<file path="src/rtl/key_command_encoder.sv">
// Debounced pushbutton front end: turns clean presses of three active-low
// keys into single-cycle command codes on w, with optional auto-repeat.
`timescale 1ns/1ps

module key_command_encoder #(
    parameter int unsigned DEBOUNCE_CYCLES = 4,
    parameter int unsigned REPEAT_CYCLES   = 8,
    parameter int unsigned CNT_W           = 16
) (
    input  logic       clock,
    input  logic       reset,
    input  logic [2:0] key,
    output logic [1:0] w,
    output logic [2:0] state_dbg
);

    typedef enum logic [2:0] {
        IDLE     = 3'd0,
        DEBOUNCE = 3'd1,
        FIRE     = 3'd2,
        HELD     = 3'd3,
        RELEASE  = 3'd4
    } state_t;

    localparam logic [CNT_W-1:0] DEB_LAST = CNT_W'(DEBOUNCE_CYCLES - 1);
    localparam logic [CNT_W-1:0] REP_LAST = CNT_W'(REPEAT_CYCLES - 1);
    localparam logic [CNT_W-1:0] CNT_MAX  = {CNT_W{1'b1}};
    localparam bit               REP_ON   = (REPEAT_CYCLES != 0);

    state_t           state;
    logic [CNT_W-1:0] cnt;
    logic [1:0]       code;
    logic [2:0]       sync1;
    logic [2:0]       ks;
    logic [1:0]       pcode;
    logic             all_up;

    assign state_dbg = state;
    assign all_up    = (ks == 3'b111);

    // Priority encode of currently pressed (low) synchronised keys; sub1 wins.
    always_comb begin
        pcode = 2'd0;
        if (!ks[2]) begin
            pcode = 2'd3;
        end else if (!ks[1]) begin
            pcode = 2'd2;
        end else if (!ks[0]) begin
            pcode = 2'd1;
        end
    end

    // Two-flop synchroniser for the raw asynchronous keys.
    always_ff @(posedge clock) begin
        if (!reset) begin
            sync1 <= 3'b111;
            ks    <= 3'b111;
        end else begin
            sync1 <= key;
            ks    <= sync1;
        end
    end

    // Press/hold/release FSM; w is registered and set only on entry to FIRE.
    always_ff @(posedge clock) begin
        if (!reset) begin
            state <= IDLE;
            cnt   <= '0;
            code  <= 2'd0;
            w     <= 2'd0;
        end else begin
            w <= 2'd0;
            case (state)
                IDLE: begin
                    if (pcode != 2'd0) begin
                        code  <= pcode;
                        cnt   <= '0;
                        state <= DEBOUNCE;
                    end
                end
                DEBOUNCE: begin
                    if (pcode != code) begin
                        // Release, bounce or a higher-priority key restarts the press.
                        cnt   <= '0;
                        state <= IDLE;
                    end else if (cnt == DEB_LAST) begin
                        w     <= code;
                        state <= FIRE;
                    end else begin
                        cnt <= cnt + CNT_W'(1);
                    end
                end
                FIRE: begin
                    cnt   <= '0;
                    state <= HELD;
                end
                HELD: begin
                    if (all_up) begin
                        cnt   <= '0;
                        state <= RELEASE;
                    end else if (REP_ON && (cnt == REP_LAST)) begin
                        w     <= code;
                        state <= FIRE;
                    end else if (cnt != CNT_MAX) begin
                        cnt <= cnt + CNT_W'(1);
                    end
                end
                RELEASE: begin
                    if (!all_up) begin
                        // Release bounce restarts the quiet-period count; never re-fires.
                        cnt <= '0;
                    end else if (cnt == DEB_LAST) begin
                        cnt   <= '0;
                        state <= IDLE;
                    end else begin
                        cnt <= cnt + CNT_W'(1);
                    end
                end
                default: begin
                    cnt   <= '0;
                    state <= IDLE;
                end
            endcase
        end
    end

endmodule

</file>
<file path="config.mk">
export PLATFORM = sky130hd
export DESIGN_NAME = key_command_encoder
export DESIGN_NICKNAME = d
export VERILOG_FILES = /design/src/rtl/key_command_encoder.sv
export SDC_FILE = /design/constraint.sdc
export NUM_CORES = 1
export LEC_CHECK = 0
export ABC_AREA = 1
export BUFFER_PORTS_ARGS = -buffer_cell sky130_fd_sc_hd__buf_2
export CORE_ASPECT_RATIO = 1.5
export CORE_MARGIN = 2
export CORE_UTILIZATION = 60
export DETAILED_ROUTE_END_ITERATION = 10
export GPL_ROUTABILITY_DRIVEN = 0
export GPL_TIMING_DRIVEN = 0
export PLACE_DENSITY = 0.86
export SYNTH_ARGS = -nofsm -noshare
export SYNTH_HDL_FRONTEND = slang
export SYNTH_SLANG_ARGS = --single-unit
</file>
<file path="constraint.sdc">
create_clock -name clock -period 2.7 [get_ports clock]
set_input_delay 0.27 -clock clock [delete_from_list [all_inputs] [get_ports clock]]
set_output_delay 0.27 -clock clock [all_outputs]
set_load 0.01 [all_outputs]
</file>
==> results of run 1 <==
path summary, 6_finish.rpt:
path	from	end	slack [ns]
setup / recovery	cnt[0]	cnt[7]	0.83
hold / removal	key[0]	sync1[0]	0.16
hold reg to reg	sync1[0]	ks[0]	0.42
setup reg to reg	cnt[0]	cnt[7]	0.83
flip-flops by register name, summed over array words and instances (netlist names):
name	count
cnt	16
sync1	3
state_dbg	3
code	2
w	2
ks	3
final cells by class:
class	count	area [sq um]	share of cell area, %
multi-input combinational	233	1140	55.9
tap	39	48.8	2.39
sequential	29	581	28.4
timing repair buffer	9	45.0	2.20
clock inverter	2	10.0	0.490
clock buffer	6	72.6	3.55
buffer	4	23.8	1.16
inverter	32	120	5.88
where the power goes:
part	internal (uW)	total, uW	switching (uW)
clock network	178	350	172
registers	456	488	32.2
logic	122	364	242
total	756	1200	446
stage by stage:
| step | instance area [sq um] | utilization, % |
|---|---|---|
| finish | 2040 | 69.4 |
| global route | 2040 | 69.4 |
| CTS | 2040 | 69.4 |
| detailed placement | 1960 | 66.6 |
| global placement | 1960 | 66.6 |
| floorplan | 1870 | - |
routing by layer:
layer  up-vias  part of all wire, %  track usage [%]
li1        991                    -                -
met1       887                   40             29.8
met2        50                   52             50.7
met3        13                  5.1             5.35
met4         0                  2.8             17.3
met5         -                    0                0
cells in the final DEF, fill, tap and decap left out:
| cell | Yosys | final |
|---|---|---|
| o21ai_0 | 4 | 4 |
| inv_2 | 2 | 2 |
| a31oi_1 | 1 | 1 |
| nand3_1 | 27 | 27 |
| clkbuf_1 | 2 | 3 |
| a21oi_2 | 4 | 4 |
| clkinv_2 | 0 | 2 |
| buf_2 | 1 | 10 |
| nor3b_1 | 1 | 1 |
| nand2_2 | 3 | 3 |
| nor3_2 | 1 | 1 |
| dfxtp_1 | 29 | 29 |
| nand2_1 | 92 | 92 |
| nand4_1 | 7 | 7 |
| nand3b_1 | 1 | 1 |
| nor3_1 | 10 | 10 |
| o21ai_1 | 2 | 2 |
| inv_1 | 30 | 30 |
| xnor2_1 | 1 | 1 |
| nand3_2 | 4 | 4 |
| clkbuf_8 | 0 | 5 |
| nand2_4 | 2 | 2 |
| or2_2 | 6 | 6 |
| nor2_8 | 2 | 2 |
| o21bai_1 | 1 | 1 |
| nor4_1 | 1 | 1 |
| nor2_1 | 37 | 37 |
| xor2_1 | 2 | 2 |
| a21oi_1 | 18 | 18 |
| ha_1 | 1 | 1 |
| buf_6 | 1 | 1 |
| nor2_2 | 5 | 5 |
cell families after synthesis:
group           after synthesis
compound gates               30
fa+ha+maj                     1
xor+xnor                      3
simple gates                199
buf+inv                      36
flops                        29
worst reg2reg max path, stage by stage (launching register included):
cell,delay [ns]
dfxtp_1,0.36
ha_1,0.25
nand3_1,0.12
nor2_1,0.16
nand3_1,0.19
nor2_1,0.18
nand3_1,0.15
nand2_4,0.19
nand2_1,0.07
a21oi_1,0.13
==> flow_metrics.py, run 1 <==
metrics = {
    "run_status": {
        "status": "complete, no violations",
    },
    "synth": {
        "synth_ff_type": "dfxtp_1",
        "synth_compound_area_share_pct": 9.05,
        "async_flop_share_pct": 0,
        "synth_enable_flop_cells": 0,
        "yosys_warnings": 0,
        "synthTopCellsByArea": "dfxtp_1 (31%), nand2_1 (18%), nor2_1 (7.4%)",
        "synthXorXnorAreaFrac_pct": 1.41,
        "syn_area_per_cell_sq_um": 6.26,
        "synth_nets": 304,
        "syn_inst": 298,
        "synth_seq_area_share_pct": 31.1,
        "yosysMostFrequentCell": "nand2_1",
        "synthAdderAreaFrac_pct": 0.670,
        "synth_simple_gate_area_share_pct": 50.1,
        "syn_area_sq_mm": 0.00187,
        "ys_seq_elements": 29,
        "synth_top_family_by_area": "simple AND/OR/NAND/NOR gates",
        "synth_cell_types": 30,
        "synth_top_cell_area_share_pct": 31.1,
        "synth_top_area_cell": "dfxtp_1",
        "synth_common_cells": "nand2_1 (92), nor2_1 (37), inv_1 (30)",
        "synthMuxAreaShare_pct": 0,
    },
    "sta": {
        "fin_crit_ns": 1.87,
        "worst_slew_pin_slew_ns": 0.568,
        "rsz0062_at_grt": "false",
        "fmax_ghz": 0.534,
        "fin_tns_setup_ns": 0,
        "period_share_pct": 69.4,
        "finalHoldViolations": 0,
        "hold-worst-slack_ns": 0.165,
        "finClkSkew_ns": 0.00244,
        "slew_headroom_pct": 62.1,
        "finalMaxSlewViolations": 0,
        "fin_ws_ns": 0.826,
        "final-setup-viol-count": 0,
    },
    "clock_tree": {
        "clock-sinks": 29,
        "cts_resized": 0,
        "clock-root-buffer": "clkbuf_8",
        "cts_hold_buf": 0,
        "cts_tree": "built",
        "cts_buffer_depth": 2,
        "clkTransAtPathRegs_ns": 0.06,
        "clkLatencyLatePin_ns": 0.29,
        "cts.htree.levels": 2,
        "cts_inserted_buffers": 5,
        "cts_setup_buffers": 0,
    },
    "floorplanning": {
        "die-area_sq_mm": 0.00358,
        "start_util_pct": 63.4,
        "num_rows": 24,
        "ioPinCount": 10,
        "die_x_um": 49.5,
        "dieHeight_um": 72.3,
        "core_area_sq_mm": 0.00294,
    },
    "setup_path": {
        "r2r_cells": 9,
        "path_delay_family": "simple AND/OR/NAND/NOR gates",
        "path_buf_inv": 0,
        "crit_path_cell_trace": "ha_1 > nand3_1 > nor2_1 > nand3_1 > nor2_1 > nand3_1 > nand2_4 > nand2_1 > a21oi_1",
        "cp.required_ns": 2.92,
        "crit_path_max_fanout": 10,
        "worst_path_max_delay_cell": "dfxtp_1",
        "cp_slowest_stage_delay_ns": 0.36,
        "worstSetupStartpointType": "flop",
        "end_kind": "flop",
        "crit_type": "flop to flop",
        "critPathMostFrequentCell": "nand3_1",
        "path_depth": 9,
        "crit_arrival_ns": 2.09,
    },
    "route": {
        "drcViolationCount": 0,
        "drtIter0Drc": 58,
        "via_count": 1941,
        "wire_per_inst_um": 12.5,
        "ant_nets": 0,
        "first_pass_iters": 4,
        "drt-total-wl_um": 4420,
        "vias_per_cell": 5.48,
    },
    "hold_path": {
        "hold_path_class": "input pin to flop",
        "hold_depth": 2,
    },
    "power": {
        "p_total_uw": 1200,
        "powerDensity_mw_per_mm2": 588,
        "leakage_uw": 0.000842,
        "ir_drop_uv": 536,
    },
    "layout": {
        "area_delta_synth_final_pct": 9.45,
        "nNetsFinal": 320,
        "finalNonFillerCells": 354,
        "insertedDiodeCount": 0,
        "num-fill-cells": 272,
        "drive_gt1_share_pct": 14.9,
    },
    "global_route": {
        "grt_pass1_vias": 1913,
        "track_usage_pct": 28.1,
        "grt_overflow": 0,
        "grt_max_degree": 11,
        "grt_pass1_wl_um": 7830,
        "antenna_found_initial": 0,
    },
    "placed_design": {
        "port_buffers": 9,
        "place_inst": 346,
        "post-dp-hpwl_um": 3300,
        "post-place-ws_ns": 0.863,
    },
    "run": {
        "maxCapViolations": 0,
    },
}
Note: power is estimated with default switching activity, not from simulation.
==> inputs of run 2 (changes only) <==
==> constraint.sdc (replaced) <==
create_clock -name clock -period 2 [get_ports clock]
set_input_delay 0.2 -clock clock [delete_from_list [all_inputs] [get_ports clock]]
set_output_delay 0.2 -clock clock [all_outputs]
set_load 0.01 [all_outputs]
==> flow_metrics.py, run 2 (synthesized netlist as in run 1, its figures left out) <==
metrics = {
    "floorplanning": {
        "start_util_pct": 63.4,
        "dieHeight_um": 72.3,
        "num_rows": 24,
        "die-area_sq_mm": 0.00358,
        "ioPinCount": 10,
        "die_x_um": 49.5,
        "core_area_sq_mm": 0.00294,
    },
    "power": {
        "p_switching_uw": 600,
        "sequentialPowerShare_pct": 40.6,
        "combPwrFrac_pct": 30.4,
        "swShare_pct": 37.0,
        "leakage_uw": 0.000839,
        "powerDensity_mw_per_mm2": 790,
        "p_int_uw": 1020,
        "p_total_uw": 1620,
        "ir_drop_uv": 719,
        "p_clk_share_pct": 29.0,
    },
    "placed_design": {
        "post-place-ws_ns": 0.163,
        "port_buffers": 9,
        "post-dp-hpwl_um": 3300,
    },
    "global_route": {
        "track_usage_pct": 28.1,
        "antenna_found_initial": 0,
        "grt_max_degree": 11,
        "grt_pass1_vias": 1913,
        "grt_overflow": 0,
        "grt_pass1_wl_um": 7830,
    },
    "clock_tree": {
        "clock-sinks": 29,
        "clock-root-buffer": "clkbuf_8",
        "clkTransAtPathRegs_ns": 0.06,
        "cts_inserted_buffers": 5,
        "clkLatencyLatePin_ns": 0.29,
        "cts_buffer_depth": 2,
        "cts_resized": 0,
        "cts_hold_buf": 0,
        "cts.htree.levels": 2,
        "cts_tree": "built",
        "cts_setup_buffers": 0,
    },
    "setup_path": {
        "crit_arrival_ns": 2.01,
        "r2r_cells": 9,
        "cp_slowest_stage_delay_ns": 0.37,
        "worst_path_max_delay_cell": "dfxtp_1",
        "critPathMostFrequentCell": "nand3_1",
        "cp.required_ns": 2.22,
        "worstSetupStartpointType": "flop",
        "end_kind": "flop",
        "crit_path_cell_trace": "ha_2 > nand3_1 > nor2_2 > nand3_2 > nor2_1 > nand3_1 > nand2_4 > nand2_1 > a21oi_1",
        "crit_path_max_fanout": 10,
        "crit_type": "flop to flop",
    },
    "layout": {
        "insertedDiodeCount": 0,
        "largest_register_ff_count": 16,
        "layout_common_cells": "nand2_1 (92), nor2_1 (36), inv_1 (30), dfxtp_1 (29), nand3_1 (26)",
        "final_common_cell": "nand2_1",
        "regMostFlops": "cnt",
        "drive_gt1_share_pct": 15.9,
        "nNetsFinal": 320,
        "area_delta_synth_final_pct": 9.99,
    },
    "run_status": {
        "status": "complete, no violations",
    },
    "sta": {
        "slew_headroom_pct": 63.2,
        "fin_tns_setup_ns": 0,
        "period_share_pct": 89.5,
        "finClkSkew_ns": 0.00233,
        "rsz0062_at_grt": "false",
        "fin_ws_ns": 0.210,
        "worst_slew_pin_slew_ns": 0.552,
        "finalHoldViolations": 0,
        "fmax_ghz": 0.559,
        "fin_crit_ns": 1.79,
        "finalMaxSlewViolations": 0,
        "final-setup-viol-count": 0,
        "hold-worst-slack_ns": 0.0960,
    },
    "route": {
        "via_count": 1948,
        "wire_per_inst_um": 12.6,
        "first_pass_iters": 6,
        "ant_nets": 0,
        "drt-total-wl_um": 4460,
        "vias_per_cell": 5.50,
        "drcViolationCount": 0,
        "drtIter0Drc": 64,
    },
    "hold_path": {
        "hold_depth": 2,
        "hold_path_class": "input pin to flop",
    },
    "run": {
        "maxCapViolations": 0,
    },
}
==> run 2: changes by cell type in the layout (fill, tap and decap cells not counted) <==
cell	delta
ha_1	-1
ha_2	+1
nand3_1	-1
nand3_2	+1
nor2_1	-1
nor2_2	+1
==> run 2: layer usage <==
layer / vias up / GRT usage [%] / share of wire (%)
met1: 886 / 29.8 / 39
met5: - / 0 / 0
met4: 0 / 17.3 / 2.2
li1: 990 / - / -
met2: 62 / 50.7 / 52
met3: 10 / 5.35 / 6.2
==> run 2: through the flow <==
stage | instance area (sq um) | util [%] | std cells
finish | 2050 | 69.8 | 354
floorplan | 1870 | - | 298
detailed placement | 1960 | 66.6 | 346
global placement | 1960 | 66.6 | 346
global route | 2050 | 69.8 | 354
CTS | 2040 | 69.4 | 354
==> run 2: path summary, 6_finish.rpt <==
| check | from | endpoint | slack [ns] |
|---|---|---|---|
| worst max-delay path | cnt[0] | cnt[7] | 0.21 |
| worst min-delay path | key[0] | sync1[0] | 0.1 |
| worst max register to register | cnt[0] | cnt[7] | 0.21 |
| worst min register to register | sync1[0] | ks[0] | 0.42 |
==> run 2: critical path, delay by kind of cell (launching register included) <==
kind                     cells  cell delay [ns]
flip-flops                   1             0.37
AO/OA/AOI/OAI                1             0.13
AND/OR/NAND/NOR              7             0.99
adder cells (fa/ha/maj)      1             0.24
==> run 2: power by group through the flow <==
stage	clock network [uW]	logic (uW)	registers [uW]
6_report	470	493	659
4_1_cts	477	487	658
3_3_place_gp	0	477	669
2_1_floorplan	0	377	666
3_5_place_dp	0	484	671
5_1_grt	503	555	665
==> run 2: cell type report <==
class	instances	area [sq um]
repair buffers	9	45.0
inverters	32	120
clock inverters	2	10.0
multi-input cells	233	1150
fillers	272	890
plain buffers	4	23.8
clock buffers	6	72.6
flip-flops and latches	29	581
well taps	39	48.8
==> inputs of run 3 (changes only) <==
--- a/config.mk
+++ b/config.mk
@@ -5,11 +5,10 @@
 export SDC_FILE = /design/constraint.sdc
 export NUM_CORES = 1
 export LEC_CHECK = 0
-export ABC_AREA = 1
 export BUFFER_PORTS_ARGS = -buffer_cell sky130_fd_sc_hd__buf_2
 export CORE_ASPECT_RATIO = 1.5
 export CORE_MARGIN = 2
-export CORE_UTILIZATION = 60
+export CORE_UTILIZATION = 59
 export DETAILED_ROUTE_END_ITERATION = 10
 export GPL_ROUTABILITY_DRIVEN = 0
 export GPL_TIMING_DRIVEN = 0
==> flow_metrics.py, run 3 <==
metrics = {
    "global_route": {
        "grt_overflow": 0,
        "grt_pass1_wl_um": 6090,
        "antenna_found_initial": 0,
        "grt_pass1_vias": 1397,
        "track_usage_pct": 27.3,
        "grt_max_degree": 11,
    },
    "power": {
        "powerDensity_mw_per_mm2": 913,
        "ir_drop_uv": 756,
        "leakage_uw": 0.000653,
        "p_total_uw": 1730,
    },
    "synth": {
        "syn_area_per_cell_sq_um": 8.74,
        "synth_nets": 187,
        "async_flop_share_pct": 0,
        "yosys_warnings": 0,
        "synth_top_cell_area_share_pct": 36.7,
        "yosysMostFrequentCell": "dfxtp_1",
        "synth_cell_types": 50,
        "syn_area_sq_mm": 0.00158,
        "synth_seq_area_share_pct": 36.7,
        "synth_common_cells": "dfxtp_1 (29), nor2_1 (19), nand2_1 (13), xnor2_1 (13), nand3_1 (10)",
        "syn_inst": 181,
        "synth_top_area_cell": "dfxtp_1",
        "synth_ff_type": "dfxtp_1",
        "synth_enable_flop_cells": 0,
        "ys_seq_elements": 29,
        "synthTopCellsByArea": "dfxtp_1 (37%), xnor2_1 (7.2%), nor2_1 (4.5%)",
    },
    "setup_path": {
        "critPathMostFrequentCell": "buf_6",
        "crit_start": "cnt[8]",
        "crit_arrival_ns": 2.18,
        "crit_path_max_fanout": 10,
        "timing.rr.start": "cnt[8]",
        "crit_type": "flop to flop",
        "worstSetupStartpointType": "flop",
        "end_kind": "flop",
        "worst_path_max_delay_cell": "nor4_1",
        "cp_slowest_stage_delay_ns": 0.39,
        "cp.required_ns": 2.17,
        "crit_path_cell_trace": "nor4_1 > nand4_1 > buf_6 > o211ai_1 > nand3_2 > o21ai_4 > buf_6 > nor2_1",
    },
    "placed_design": {
        "post-dp-hpwl_um": 2540,
        "port_buffers": 8,
        "post-place-ws_ns": -0.338,
        "post_dp_cell_area_sq_mm": 0.00167,
    },
    "run_status": {
        "violations": "setup timing",
        "status": "complete, but fails checks",
    },
    "layout": {
        "area_delta_synth_final_pct": 19.8,
        "drive_gt1_share_pct": 28.6,
        "final_common_cell": "dfxtp_1",
        "seqCellArea_sq_um": 589,
        "fin_util_pct": 72.4,
        "insertedDiodeCount": 0,
        "layout_common_cells": "dfxtp_1 (24), nor2_1 (19), nand2_1 (13), xnor2_1 (13)",
        "regMostFlops": "cnt",
        "largest_register_ff_count": 16,
        "nNetsFinal": 211,
        "design_area_sq_mm": 0.00190,
        "num-fill-cells": 200,
        "multi_input_area_sq_um": 986,
    },
    "sta": {
        "final-setup-viol-count": 1,
        "hold-worst-slack_ns": 0.100,
        "period_share_pct": 100,
        "fin_crit_ns": 2.00,
        "fin_ws_ns": -0.00131,
        "fmax_ghz": 0.500,
        "finalHoldViolations": 0,
        "rsz0062_at_grt": "true",
        "finClkSkew_ns": 0.00711,
        "slew_headroom_pct": 64.6,
        "worst_slew_pin_slew_ns": 0.532,
        "finalMaxSlewViolations": 0,
    },
    "floorplanning": {
        "num_rows": 23,
        "die-area_sq_mm": 0.00312,
        "ioPinCount": 10,
        "dieHeight_um": 67.4,
        "start_util_pct": 60.4,
        "die_x_um": 46.3,
        "core_area_sq_mm": 0.00262,
    },
    "route": {
        "drtIter0Drc": 63,
        "vias_per_cell": 6.02,
        "via_count": 1464,
        "first_pass_iters": 4,
        "drcViolationCount": 0,
        "ant_nets": 0,
        "drt-total-wl_um": 3810,
        "wire_per_inst_um": 15.7,
    },
    "clock_tree": {
        "clkLatencyLatePin_ns": 0.28,
        "cts.htree.levels": 2,
        "cts_inserted_buffers": 5,
        "clkTransAtPathRegs_ns": 0.06,
        "clock-root-buffer": "clkbuf_8",
        "cts_buffer_depth": 2,
        "clock-sinks": 29,
        "cts_tree": "built",
    },
    "hold_path": {
        "hold_path_class": "input pin to flop",
        "hp-start": "key[1]",
    },
    "run": {
        "maxCapViolations": 0,
    },
}
==> run 3: changes by cell type after synthesis, moves of 9 or more <==
cell	delta
inv_1	-26
nand3_1	-17
nand2_1	-79
xnor2_1	+12
a21oi_1	-15
nand2b_1	+9
nor2_1	-18
==> run 3: logic make-up (layout without fill, tap and decap cells) <==
group,after synthesis,count (layout),synth area share (%)
compound gates,33,33,16.7
xor+xnor,13,13,7.19
fa+ha+maj,1,1,0.790
buf+inv,13,38,4.74
flops,29,29,36.7
simple gates,92,92,33.9
==> run 3: repair_timing <==
| action | 4_1_cts | 5_1_grt |
|---|---|---|
| hold buffers | 0 | 0 |
| pin swaps | 3 | 2 |
| setup endpoints to repair | 21 | 16 |
| resized for setup | 8 | 13 |
| setup buffers | 4 | 5 |
==> run 3: where the power goes <==
part           switching, uW  leakage (uW)  internal (uW)  total, uW
logic                    336      0.000369            256        591
registers               53.2      0.000238            622        675
clock network            225     0.0000450            240        465
total                    614      0.000653           1120       1730
==> run 3: worst max-delay path: cells and delay by family, from the launching register on <==
| family | cells | cell delay, ns |
|---|---|---|
| flip-flops | 1 | 0.34 |
| buffers and inverters | 2 | 0.34 |
| AND/OR/NAND/NOR | 4 | 0.80 |
| AO/OA/AOI/OAI | 2 | 0.41 |
==> run 3: final cells by class <==
cell class | count | share of cell area [%]
multi-input combinational | 139 | 52.0
sequential | 29 | 31.1
timing repair buffer | 17 | 5.87
clock buffer | 6 | 3.83
buffer | 9 | 3.50
tap | 37 | 2.44
clock inverter | 2 | 0.528
inverter | 4 | 0.792
==> run 3: path summary, 6_finish.rpt <==
kind	to	slack, ns	depth (start not counted)
max	cnt[4]	-0.001	8
min	sync1[1]	0.10	2
max reg2reg	cnt[4]	-0.001	8
min reg2reg	ks[2]	0.41	1
==> run 3: layer usage <==
layer | global-route usage, % | routed length (um) | vias to the layer above
met5 | 0 | 0 | -
met3 | 5.08 | 156 | 14
met1 | 28.2 | 1450 | 708
li1 | - | - | 695
met2 | 48.1 | 2070 | 47
met4 | 16.8 | 130 | 0
==> run 3: through the flow <==
step / cells / setup TNS (ns)
after floorplan: 181 / 0
final: 243 / -0.00131
after global placement: 226 / -3.27
after detailed placement: 226 / -4.97
after CTS: 238 / 0
after global routing: 243 / -0.938
